**src/rtl/fcl_servo_pwm_slave.sv**
```systemverilog
// rtl/fcl_servo_pwm_slave.sv - strobe/ack bus slave driving per-channel 50 Hz servo PWM
// Optional frame watchdog (forces outputs low) is built when FCL_SERVO_FAILSAFE_EN is defined.
`timescale 1ns/1ps
module fcl_servo_pwm_slave #(
  parameter int          INPUT_CLOCK_SPEED = 50000000,
  parameter int          NUM_CHANNELS      = 8,
  parameter logic [31:0] BASE_ADDR         = 32'h0000_1000,
  parameter int          PWM_PERIOD_US     = 20000,
  parameter int          ACK_LATENCY       = 2,
  parameter int          MIN_WIDTH_US      = 500,
  parameter int          MAX_WIDTH_US      = 2500,
  parameter int          FAILSAFE_FRAMES   = 50
) (
  input  logic                    sys_clk,
  input  logic                    _reset,
  input  logic [31:0]             bus_addr_in,
  input  logic [31:0]             bus_data_in,
  input  logic                    bus_read,
  input  logic                    bus_write,
  output logic [31:0]             bus_data_out,
  output logic                    bus_ack,
  output logic [NUM_CHANNELS-1:0] pwm_out,
  output logic                    frame_pulse
);
  localparam int DIV = INPUT_CLOCK_SPEED / 1000000;
  localparam int PW  = (DIV > 1) ? $clog2(DIV) : 1;
  localparam int FW  = (PWM_PERIOD_US > 1) ? $clog2(PWM_PERIOD_US) : 1;
  localparam int CW  = (NUM_CHANNELS > 1) ? $clog2(NUM_CHANNELS) : 1;
  localparam logic [PW-1:0] PRESC_LAST = PW'(DIV - 1);
  localparam logic [FW-1:0] FRAME_LAST = FW'(PWM_PERIOD_US - 1);
  localparam logic [15:0]   MIN_W      = 16'(MIN_WIDTH_US);
  localparam logic [15:0]   MAX_W      = 16'(MAX_WIDTH_US);
  localparam logic [3:0]    LAT_LAST   = 4'(ACK_LATENCY - 1);

  if (DIV < 1 || (INPUT_CLOCK_SPEED % 1000000) != 0 || NUM_CHANNELS < 1 || NUM_CHANNELS > 16 ||
      ACK_LATENCY < 1 || ACK_LATENCY > 15 || FAILSAFE_FRAMES < 1) begin : g_param_check
    $error("fcl_servo_pwm_slave: parameter out of range");
  end

  typedef enum logic [1:0] {S_IDLE, S_WAIT, S_ACK} state_t;
  state_t state, state_nxt;

  logic [3:0]    lat_cnt;
  logic [7:0]    req_off;
  logic [15:0]   req_data;
  logic          req_wr;
  logic          accept, commit;
  logic          sel_ctrl, sel_status, sel_width;
  logic [CW-1:0] ch_sel;
  logic [31:0]   rdata;
  logic          unused_data_hi;

  logic          ctrl_en, run, failsafe;
  logic [15:0]   width_q  [NUM_CHANNELS];
  logic [15:0]   shadow_q [NUM_CHANNELS];
  logic [PW-1:0] presc;
  logic [FW-1:0] frame_us;
  logic [15:0]   frame_cnt;
  logic          us_tick, frame_start;

  function automatic logic [15:0] clamp_width(input logic [15:0] v);
    if (v == 16'd0)  return 16'd0;
    if (v < MIN_W)   return MIN_W;
    if (v > MAX_W)   return MAX_W;
    return v;
  endfunction

  assign unused_data_hi = ^bus_data_in[31:16];
  assign accept = (state == S_IDLE) && (bus_read || bus_write) && (bus_addr_in[31:8] == BASE_ADDR[31:8]);
  assign commit = (state == S_ACK) && req_wr;

  assign sel_ctrl   = req_off == 8'h00;
  assign sel_status = req_off == 8'h04;
  assign sel_width  = (req_off[1:0] == 2'b00) && (req_off[7:2] >= 6'd4) && (req_off[7:2] < 6'(4 + NUM_CHANNELS));
  assign ch_sel     = CW'(req_off[7:2] - 6'd4);

  always_ff @(posedge sys_clk or negedge _reset) begin
    if (!_reset) state <= S_IDLE;
    else         state <= state_nxt;
  end

  always_comb begin
    state_nxt = state;
    case (state)
      S_IDLE:  if (accept) state_nxt = (ACK_LATENCY == 1) ? S_ACK : S_WAIT;
      S_WAIT:  if (lat_cnt == LAT_LAST) state_nxt = S_ACK;
      S_ACK:   state_nxt = S_IDLE;
      default: state_nxt = S_IDLE;
    endcase
  end

  always_comb begin
    bus_ack      = state == S_ACK;
    bus_data_out = (state == S_ACK && !req_wr) ? rdata : 32'd0;
  end

  // A simultaneous read+write strobe is recorded as a write.
  always_ff @(posedge sys_clk or negedge _reset) begin
    if (!_reset) begin
      lat_cnt  <= 4'd0;
      req_off  <= 8'd0;
      req_data <= 16'd0;
      req_wr   <= 1'b0;
    end else if (accept) begin
      lat_cnt  <= 4'd1;
      req_off  <= bus_addr_in[7:0];
      req_data <= bus_data_in[15:0];
      req_wr   <= bus_write;
    end else if (state == S_WAIT) begin
      lat_cnt  <= lat_cnt + 4'd1;
    end
  end

  always_comb begin
    rdata = 32'd0;
    if (sel_ctrl)        rdata[0]    = ctrl_en;
    else if (sel_status) rdata       = {15'd0, failsafe, frame_cnt};
    else if (sel_width)  rdata[15:0] = width_q[ch_sel];
  end

  always_ff @(posedge sys_clk or negedge _reset) begin
    if (!_reset) begin
      ctrl_en <= 1'b0;
      for (int i = 0; i < NUM_CHANNELS; i++) width_q[i] <= 16'd0;
    end else if (commit) begin
      if (sel_ctrl)  ctrl_en         <= req_data[0];
      if (sel_width) width_q[ch_sel] <= clamp_width(req_data);
    end
  end

  assign us_tick     = presc == PRESC_LAST;
  assign frame_start = us_tick && (frame_us == FRAME_LAST);

  always_ff @(posedge sys_clk or negedge _reset) begin
    if (!_reset) begin
      presc       <= '0;
      frame_us    <= '0;
      frame_cnt   <= 16'd0;
      frame_pulse <= 1'b0;
      for (int i = 0; i < NUM_CHANNELS; i++) shadow_q[i] <= 16'd0;
    end else begin
      presc       <= us_tick ? '0 : presc + 1'b1;
      frame_pulse <= frame_start;
      if (us_tick) frame_us <= frame_start ? '0 : frame_us + 1'b1;
      if (frame_start) begin
        if (frame_cnt != 16'hFFFF) frame_cnt <= frame_cnt + 16'd1;
        for (int i = 0; i < NUM_CHANNELS; i++) shadow_q[i] <= width_q[i];
      end
    end
  end

`ifdef FCL_SERVO_FAILSAFE_EN
  logic [15:0] wd_cnt;

  always_ff @(posedge sys_clk or negedge _reset) begin
    if (!_reset) begin
      wd_cnt   <= 16'd0;
      failsafe <= 1'b0;
    end else if (commit && sel_width) begin
      wd_cnt   <= 16'd0;
      failsafe <= 1'b0;
    end else if (frame_start && !failsafe) begin
      wd_cnt <= wd_cnt + 16'd1;
      if (wd_cnt + 16'd1 == 16'(FAILSAFE_FRAMES)) failsafe <= 1'b1;
    end
  end
`else
  assign failsafe = 1'b0;
`endif

  // Output only runs from a frame start onward, so enabling or leaving failsafe never yields a runt pulse.
  always_ff @(posedge sys_clk or negedge _reset) begin
    if (!_reset)                 run <= 1'b0;
    else if (!ctrl_en || failsafe) run <= 1'b0;
    else if (frame_start)        run <= 1'b1;
  end

  always_ff @(posedge sys_clk or negedge _reset) begin
    if (!_reset) begin
      pwm_out <= '0;
    end else begin
      for (int n = 0; n < NUM_CHANNELS; n++)
        pwm_out[n] <= run && ctrl_en && !failsafe && (shadow_q[n] != 16'd0) &&
                      (16'(frame_us) < shadow_q[n]);
    end
  end
endmodule

```
**config.mk**
```make
export PLATFORM = sky130hd
export DESIGN_NAME = fcl_servo_pwm_slave
export DESIGN_NICKNAME = d
export VERILOG_FILES = /design/src/rtl/fcl_servo_pwm_slave.sv
export SDC_FILE = /design/constraint.sdc
export NUM_CORES = 1
export LEC_CHECK = 0
export BUFFER_PORTS_ARGS = -buffer_cell sky130_fd_sc_hd__buf_2
export CORE_ASPECT_RATIO = 0.8
export CORE_MARGIN = 5
export CORE_UTILIZATION = 35
export CTS_CLUSTER_DIAMETER = 200
export DETAILED_ROUTE_END_ITERATION = 10
export PLACE_DENSITY = 0.59
export SKIP_LAST_GASP = 1
export SLEW_MARGIN = 0
export SYNTH_ARGS = -nofsm -noshare
export SYNTH_HDL_FRONTEND = slang
export SYNTH_SLANG_ARGS = --single-unit
```
**constraint.sdc**
```tcl
create_clock -name sys_clk -period 2.2 [get_ports sys_clk]
set_input_delay 0.22 -clock sys_clk [delete_from_list [all_inputs] [get_ports sys_clk]]
set_output_delay 0.22 -clock sys_clk [all_outputs]
set_load 0.05 [all_outputs]
```
==> flow_summary.toml, run 1 <==
[logic_synthesis]
yosys.area.top_type_share_pct = 49.4
yosys.cell_types.count = 61
syn_inst = 1670
synth_async_sr_flop_share_pct = 100
synth_warnings = 0
synth_area_leaders = "dfrtp_1 49%, ha_1 8.7%, o21ai_0 6.7%"
yosysTopAreaCell = "dfrtp_1"
synth_ff_type = "dfrtp_1"
avgSynthCellArea_um2 = 10.2
syn_area_um2 = 17000
ys_ff_latch = 335
synth_edf_count = 0
ys_seq_area_share_pct = 49.4

[clock_tree]
cts_tree = "built"
clock_latency_ns = 0.54
root_buffer = "clkbuf_16"
htree_levels = 2
cts.clk_slew.worst_paths_ns = 0.06
clock_path_buffers = 3
cts_sinks = 335
cts_made_buffers = 37

[floorplan]
io_pins = 110
fp.dieW_um = 256
core_um2 = 48200
die_y_um = 207
dieArea_um2 = 53000
start_util_pct = 35.2
fp-row-count = 72

[power]
ir_drop_uv = 502
total_power_uw = 12800
power_density_nw_per_um2 = 577
combPwrFrac_pct = 2.4
internal_power_uw = 10000
clockPowerShare_pct = 49.5
seq_power_share_pct = 48.2
p_sw_share_pct = 21.8
p_switching_uw = 2790
p_leak_uw = 0.0101

[run_status]
violations = "setup timing"
status = "complete, but fails checks"

[routing]
drt-pass1-iter-count = 5
routed_wl_um = 56700
avgRoutedWirePerCell_um = 22.2
drc = 0
vias = 13900
antenna_left = 0
via_per_inst = 5.46
drtIter0Drc = 1364

[placed_design]
place_hpwl_um = 38100
place_congestion = 0.882
portBuffers = 77

[timing]
worst_slack_ns = -0.419
clock.fmax_mhz = 382
finalHoldViolations = 0
rsz0062_at_grt = "yes"
drv_slew = 0
fin_crit_sh_pct = 119
tightest_slew_ns = 0.689
fin_crit_ns = 2.62
fin_tns_setup_ns = -9.16
slew_headroom_pct = 53.8
whs_ns = 0.215
skew_ns = 0.0247
setup_viol = 69

[layout]
utilization_pct = 46.0
drive_above_1_share_pct = 27.8
areaGrowthSynthToFinish_pct = 30.5
nFillCells = 4335
diodes = 0
finalNetCount = 2084

[global_routing]
grt_pass1_vias = 13900
antenna_found_initial = 0
globalRouteOverflowTotal = 0
grt_max_degree = 59
grt_util_all_layers_pct = 20.3
grt_first_pass_wirelength_um = 83800

[setup_path]
slowest_delay_ns = 0.55
critPathArrivalTime_ns = 2.40
critical_path_required_ns = 1.98
reg2reg_slack_ns = -0.17
path_buf_inv = 4
crit_path_cell_trace = "buf_12, buf_6, mux4_2, mux2i_1, buf_4, o21ai_4, buf_6"
worstSetupPathType = "reg2out"
crit_family = "multiplexers"
start_kind = "register"
endpoint_kind = "output port"
path_common_cell = "buf_6"
path_max_fanout = 8
slowest_stage = "mux4_2"

[worst_hold_path]
min_path_type = "in2async"

[flow_run]
maxCapViolations = 0
==> power by group through the flow <==
stage          clock [uW]  combinational (uW)  sequential (uW)
2_1_floorplan           0                84.4             6280
3_3_place_gp            0                 273             6270
3_5_place_dp            0                 276             6270
4_1_cts              6440                 313             6160
5_1_grt              6700                 343             6160
6_report             6330                 304             6160
==> per-stage QoR <==
| stage | worst slack, ns | instance area [um^2] | std cells |
|---|---|---|---|
| global route | -0.456 | 22200 | 2553 |
| global placement | -0.0986 | 19100 | 2422 |
| detailed placement | -0.110 | 19100 | 2422 |
| finish | -0.419 | 22200 | 2553 |
| CTS | -0.426 | 21300 | 2528 |
| floorplan | -0.0549 | 17200 | 1685 |
==> repair_timing <==
item | 4_1_cts | 5_1_grt
setup endpoints to repair | 57 | 217
hold buffers | 26 | 0
pin swaps | 20 | 40
cloned | 6 | 16
hold endpoints to repair | 77 | 0
setup buffers | 10 | 9
gates resized for setup | 103 | 184
==> final cells by class <==
type                       instances  area [um^2]  area share (%)
clock buffer                      56         1160            5.23
clock inverter                     9         76.3           0.344
inverter                         119          450            2.03
multi-input combinational       1144         8630            38.9
sequential                       335         8390            37.9
tap                              629          787            3.55
timing repair buffer             261         2670            12.0
==> registers in the layout, indices dropped and copies added, names as in the netlist, 2 cells and up <==
signal,count
width_q,128
req_data,16
shadow_q,128
req_off,8
state,2
frame_cnt,16
pwm_out,8
frame_us,15
lat_cnt,4
presc,6
==> Yosys cell counts (all sizes together) (2+ instances only) <==
cell type,number
and2,34
nand4,24
o21ai,228
mux4,32
nand3,21
o2111ai,2
ha,118
a41oi,14
mux2i,19
nor2,51
or2,3
nor4b,4
xor2,15
nor2b,7
o21bai,2
nor3,15
mux2,60
and3,6
dfrtp,335
a21oi,50
a211oi,2
or4,5
o31ai,6
nor4bb,2
nand2,290
nor4,51
o21a,6
a2111oi,7
clkbuf,53
inv,119
xnor2,14
buf,35
a21o,9
nand4b,9
or3,2
nand2b,4
==> final timing paths <==
| kind | startpoint | to | depth (start not counted) |
|---|---|---|---|
| setup / recovery | req_off[2] | bus_data_out[11] | 7 |
| hold / removal | _reset | pwm_out[4] | 2 |
| setup reg to reg | presc[1] | shadow_q[32] | 10 |
| hold reg to reg | width_q[1] | shadow_q[1] | 2 |
| max in group asynchronous | _reset | req_data[0] | 4 |
| min in group sys_clk | bus_addr_in[11] | lat_cnt[3] | 6 |
==> per-layer routing <==
| layer | routed length (um) | GRT usage (%) | vias to the layer above | part of all wire (%) |
|---|---|---|---|---|
| met2 | 23800 | 30.1 | 570 | 42 |
| met4 | 1280 | 4.72 | 0 | 2.3 |
| li1 | - | - | 6304 | - |
| met3 | 5630 | 5.89 | 80 | 9.9 |
| met5 | 0 | 0 | - | 0 |
| met1 | 25900 | 29.7 | 6975 | 46 |
==> cells in the final DEF (no fill, tap or decap), types with 34 or more instances in the layout <==
cell type,Yosys,routed
dfrtp_1,335,331
nand2_1,290,229
o21ai_0,226,176
inv_1,119,118
ha_1,118,117
buf_4,17,84
buf_2,10,60
mux2_2,60,57
nor2_1,51,49
a21oi_1,50,49
clkbuf_16,0,49
buf_6,2,46
nor4_1,49,43
nand2_2,0,39
and2_1,34,34
==> cells by family (layout without fill, tap and decap cells) <==
kind of cell | after synthesis | in the layout | share of synthesized area [%]
xor+xnor | 29 | 29 | 1.50
buf+inv | 207 | 445 | 5.12
flops | 335 | 335 | 49.4
other cells | 1 | 16 | 0.0221
simple gates | 535 | 536 | 15.0
mux | 111 | 111 | 9.35
compound gates | 334 | 334 | 10.9
fa+ha+maj | 118 | 118 | 8.70
(Power assumes the default switching activity.)
==> run 2: changes to the inputs <==
ABC_AREA = 1   (was unset)
SLEW_MARGIN = unset   (was 0)
==> flow_summary.toml, run 2 <==
[run_status]
status = "complete, but fails checks"
violations = "setup timing"

[logic_synthesis]
synth.top_cells.by_count = "710 x nand2_1, 356 x inv_1, 335 x dfrtp_1"
yosys.cell_count.top_type = "nand2_1"
yosysTopAreaCell = "dfrtp_1"
syn_inst = 2383
yosys.cell_types.count = 39
avgSynthCellArea_um2 = 7.75
synth_area_leaders = "dfrtp_1 45%, nand2_1 14%, ha_1 8.0%"
ys_seq_area_share_pct = 45.4
synth_edf_count = 0
yosys.area.top_type_share_pct = 45.4
synth_warnings = 0
syn_area_um2 = 18500
synth_ff_type = "dfrtp_1"
synth_async_sr_flop_share_pct = 100
ys_ff_latch = 335

[global_routing]
grt_busiest_layer = "met1"
met2_usage_pct = 29.4
grt_pass1_vias = 15700
use_met1_pct = 29.7
grt_max_degree = 89
use_met3_pct = 5.27
grt_util_all_layers_pct = 20.3
antenna_found_initial = 2
grt_first_pass_wirelength_um = 91700
globalRouteOverflowTotal = 0

[placed_design]
place_hpwl_um = 40700
portBuffers = 77
post_dp_cell_area_um2 = 20000
post-place-ws_ns = -0.0356
place_congestion = 0.933

[setup_path]
reg2reg_slack_ns = 0.10
critical_path_required_ns = 1.98
slowest_delay_ns = 0.49
slowest_stage = "dfrtp_2"
r2r_end = "width_q[65]"
rr_worst_depth = 9
r2r-start = "req_off[7]"
path_max_fanout = 11
endpoint_kind = "output port"
start_kind = "register"
path_buf_inv = 3
critPathArrivalTime_ns = 2.29
crit_path_cell_trace = "inv_4, buf_12, nand2_1, nand3_1, o211ai_1, nand2_1, nand3_2, a21oi_4, buf_8"
worstSetupPathType = "reg2out"
path_common_cell = "nand2_1"
crit_family = "flip-flops"

[routing]
routed_wl_um = 59000
drt-pass1-iter-count = 6
vias = 16400
drtIter0Drc = 1534
antenna_left = 0
drc = 0
avgRoutedWirePerCell_um = 18.2
via_per_inst = 5.06

[timing]
fin_tns_setup_ns = -4.04
drv_slew = 0
skew_ns = 0.0192
setup_viol = 16
fin_crit_ns = 2.51
slew_headroom_pct = 64.5
clock.fmax_mhz = 398
fin_crit_sh_pct = 114
worst_slack_ns = -0.310
finalHoldViolations = 0
tightest_slew_ns = 0.533
rsz0062_at_grt = "yes"

[power]
power_density_nw_per_um2 = 575
ir_drop_uv = 432
total_power_uw = 12900
p_leak_uw = 0.0105

[clock_tree]
clock_path_buffers = 3
clock_latency_ns = 0.54
htree_levels = 2
cts.clk_slew.worst_paths_ns = 0.06
root_buffer = "clkbuf_16"
cts_tree = "built"
cts_made_buffers = 38
cts_sinks = 335

[worst_hold_path]
min_path_type = "in2async"

[layout]
diodes = 0
drive_above_1_share_pct = 12.6
final_common_cell = "nand2_1"
largestRegisters = "shadow_q: 128 flops, width_q: 128 flops"
nFillCells = 5270
finalNetCount = 2708
utilization_pct = 42.7
regArea_um2 = 8390
layout_common_cells = "695 x nand2_1, 356 x inv_1, 333 x dfrtp_1"
design_area_um2 = 22400
multiInputGateArea_um2 = 8710
areaGrowthSynthToFinish_pct = 21.0

[floorplan]
die_y_um = 215
fp.dieW_um = 267
start_util_pct = 35.3
fp-row-count = 75
dieArea_um2 = 57500
io_pins = 110
core_um2 = 52400

[flow_run]
maxCapViolations = 0
==> run 2: cell types whose count changed in the layout (fill, tap and decap cells not counted), moves of 32 or more <==
| cell | delta |
|---|---|
| and2_1 | -34 |
| buf_4 | -32 |
| inv_1 | +238 |
| mux2_2 | -57 |
| mux4_2 | -32 |
| nand2_1 | +466 |
| nand3_1 | +121 |
| nand4_1 | +36 |
| nor2_1 | +48 |
| nor4_1 | -37 |
| o21ai_0 | -125 |
| o21ai_1 | +130 |
==> run 2: per-stage QoR <==
| step | hold slack [ns] | cells |
|---|---|---|
| 2_1_floorplan | -0.0756 | 2398 |
| 3_3_place_gp | 0.212 | 3130 |
| 3_5_place_dp | 0.222 | 3130 |
| 4_1_cts | 0.244 | 3236 |
| 5_1_grt | 0.267 | 3236 |
| 6_report | 0.211 | 3236 |
==> run 2: worst max path at each step <==
| stage | start | to | slack [ns] | cells after the start |
|---|---|---|---|---|
| final | req_off[2] | bus_data_out[9] | -0.31 | 9 |
| after global routing | req_off[2] | bus_data_out[4] | -0.36 | 9 |
| after CTS | req_off[2] | bus_data_out[9] | -0.30 | 9 |
| after detailed placement | presc[1] | frame_cnt[4] | -0.04 | 8 |
| after global placement | presc[1] | frame_cnt[12] | -0.05 | 8 |
| after floorplan | req_off[2] | bus_data_out[15] | 0.03 | 8 |
==> run 2: logic make-up (layout without fill, tap and decap cells) <==
| family | count (synthesis) | count (layout) | share of synthesized area [%] |
|---|---|---|---|
| xor+xnor | 23 | 23 | 1.09 |
| compound gates | 345 | 345 | 9.80 |
| flops | 335 | 335 | 45.4 |
| fa+ha+maj | 118 | 118 | 7.99 |
| other cells | 1 | 16 | 0.0203 |
| simple gates | 1091 | 1091 | 25.4 |
| buf+inv | 470 | 615 | 10.4 |
==> run 2: final cells by class <==
type / instances / area share (%)
multi-input cells: 1593 / 39.0
flip-flops and latches: 335 / 37.5
repair buffers: 186 / 7.97
inverters: 368 / 6.21
clock buffers: 54 / 4.93
well taps: 693 / 3.88
clock inverters: 7 / 0.520
==> run 2: where the power goes <==
part | total, uW | switching, uW | internal, uW
registers | 6160 | 0.00739 | 6160
clock network | 6400 | 2580 | 3810
logic | 297 | 210 | 86.5
total | 12900 | 2790 | 10100
==> run 2: layer usage <==
metal,vias up,wire length [um]
li1,7869,-
met1,7740,26700
met2,633,24400
met3,113,6010
met4,4,1860
met5,-,24
==> run 2: what timing repair did <==
item	in CTS	in global routing
hold buffers	26	0
resized for setup	124	19
cloned	6	1
pin swaps	27	20
hold endpoints to repair	77	0
buffers inserted	13	0
endpoints found under the setup margin	32	44
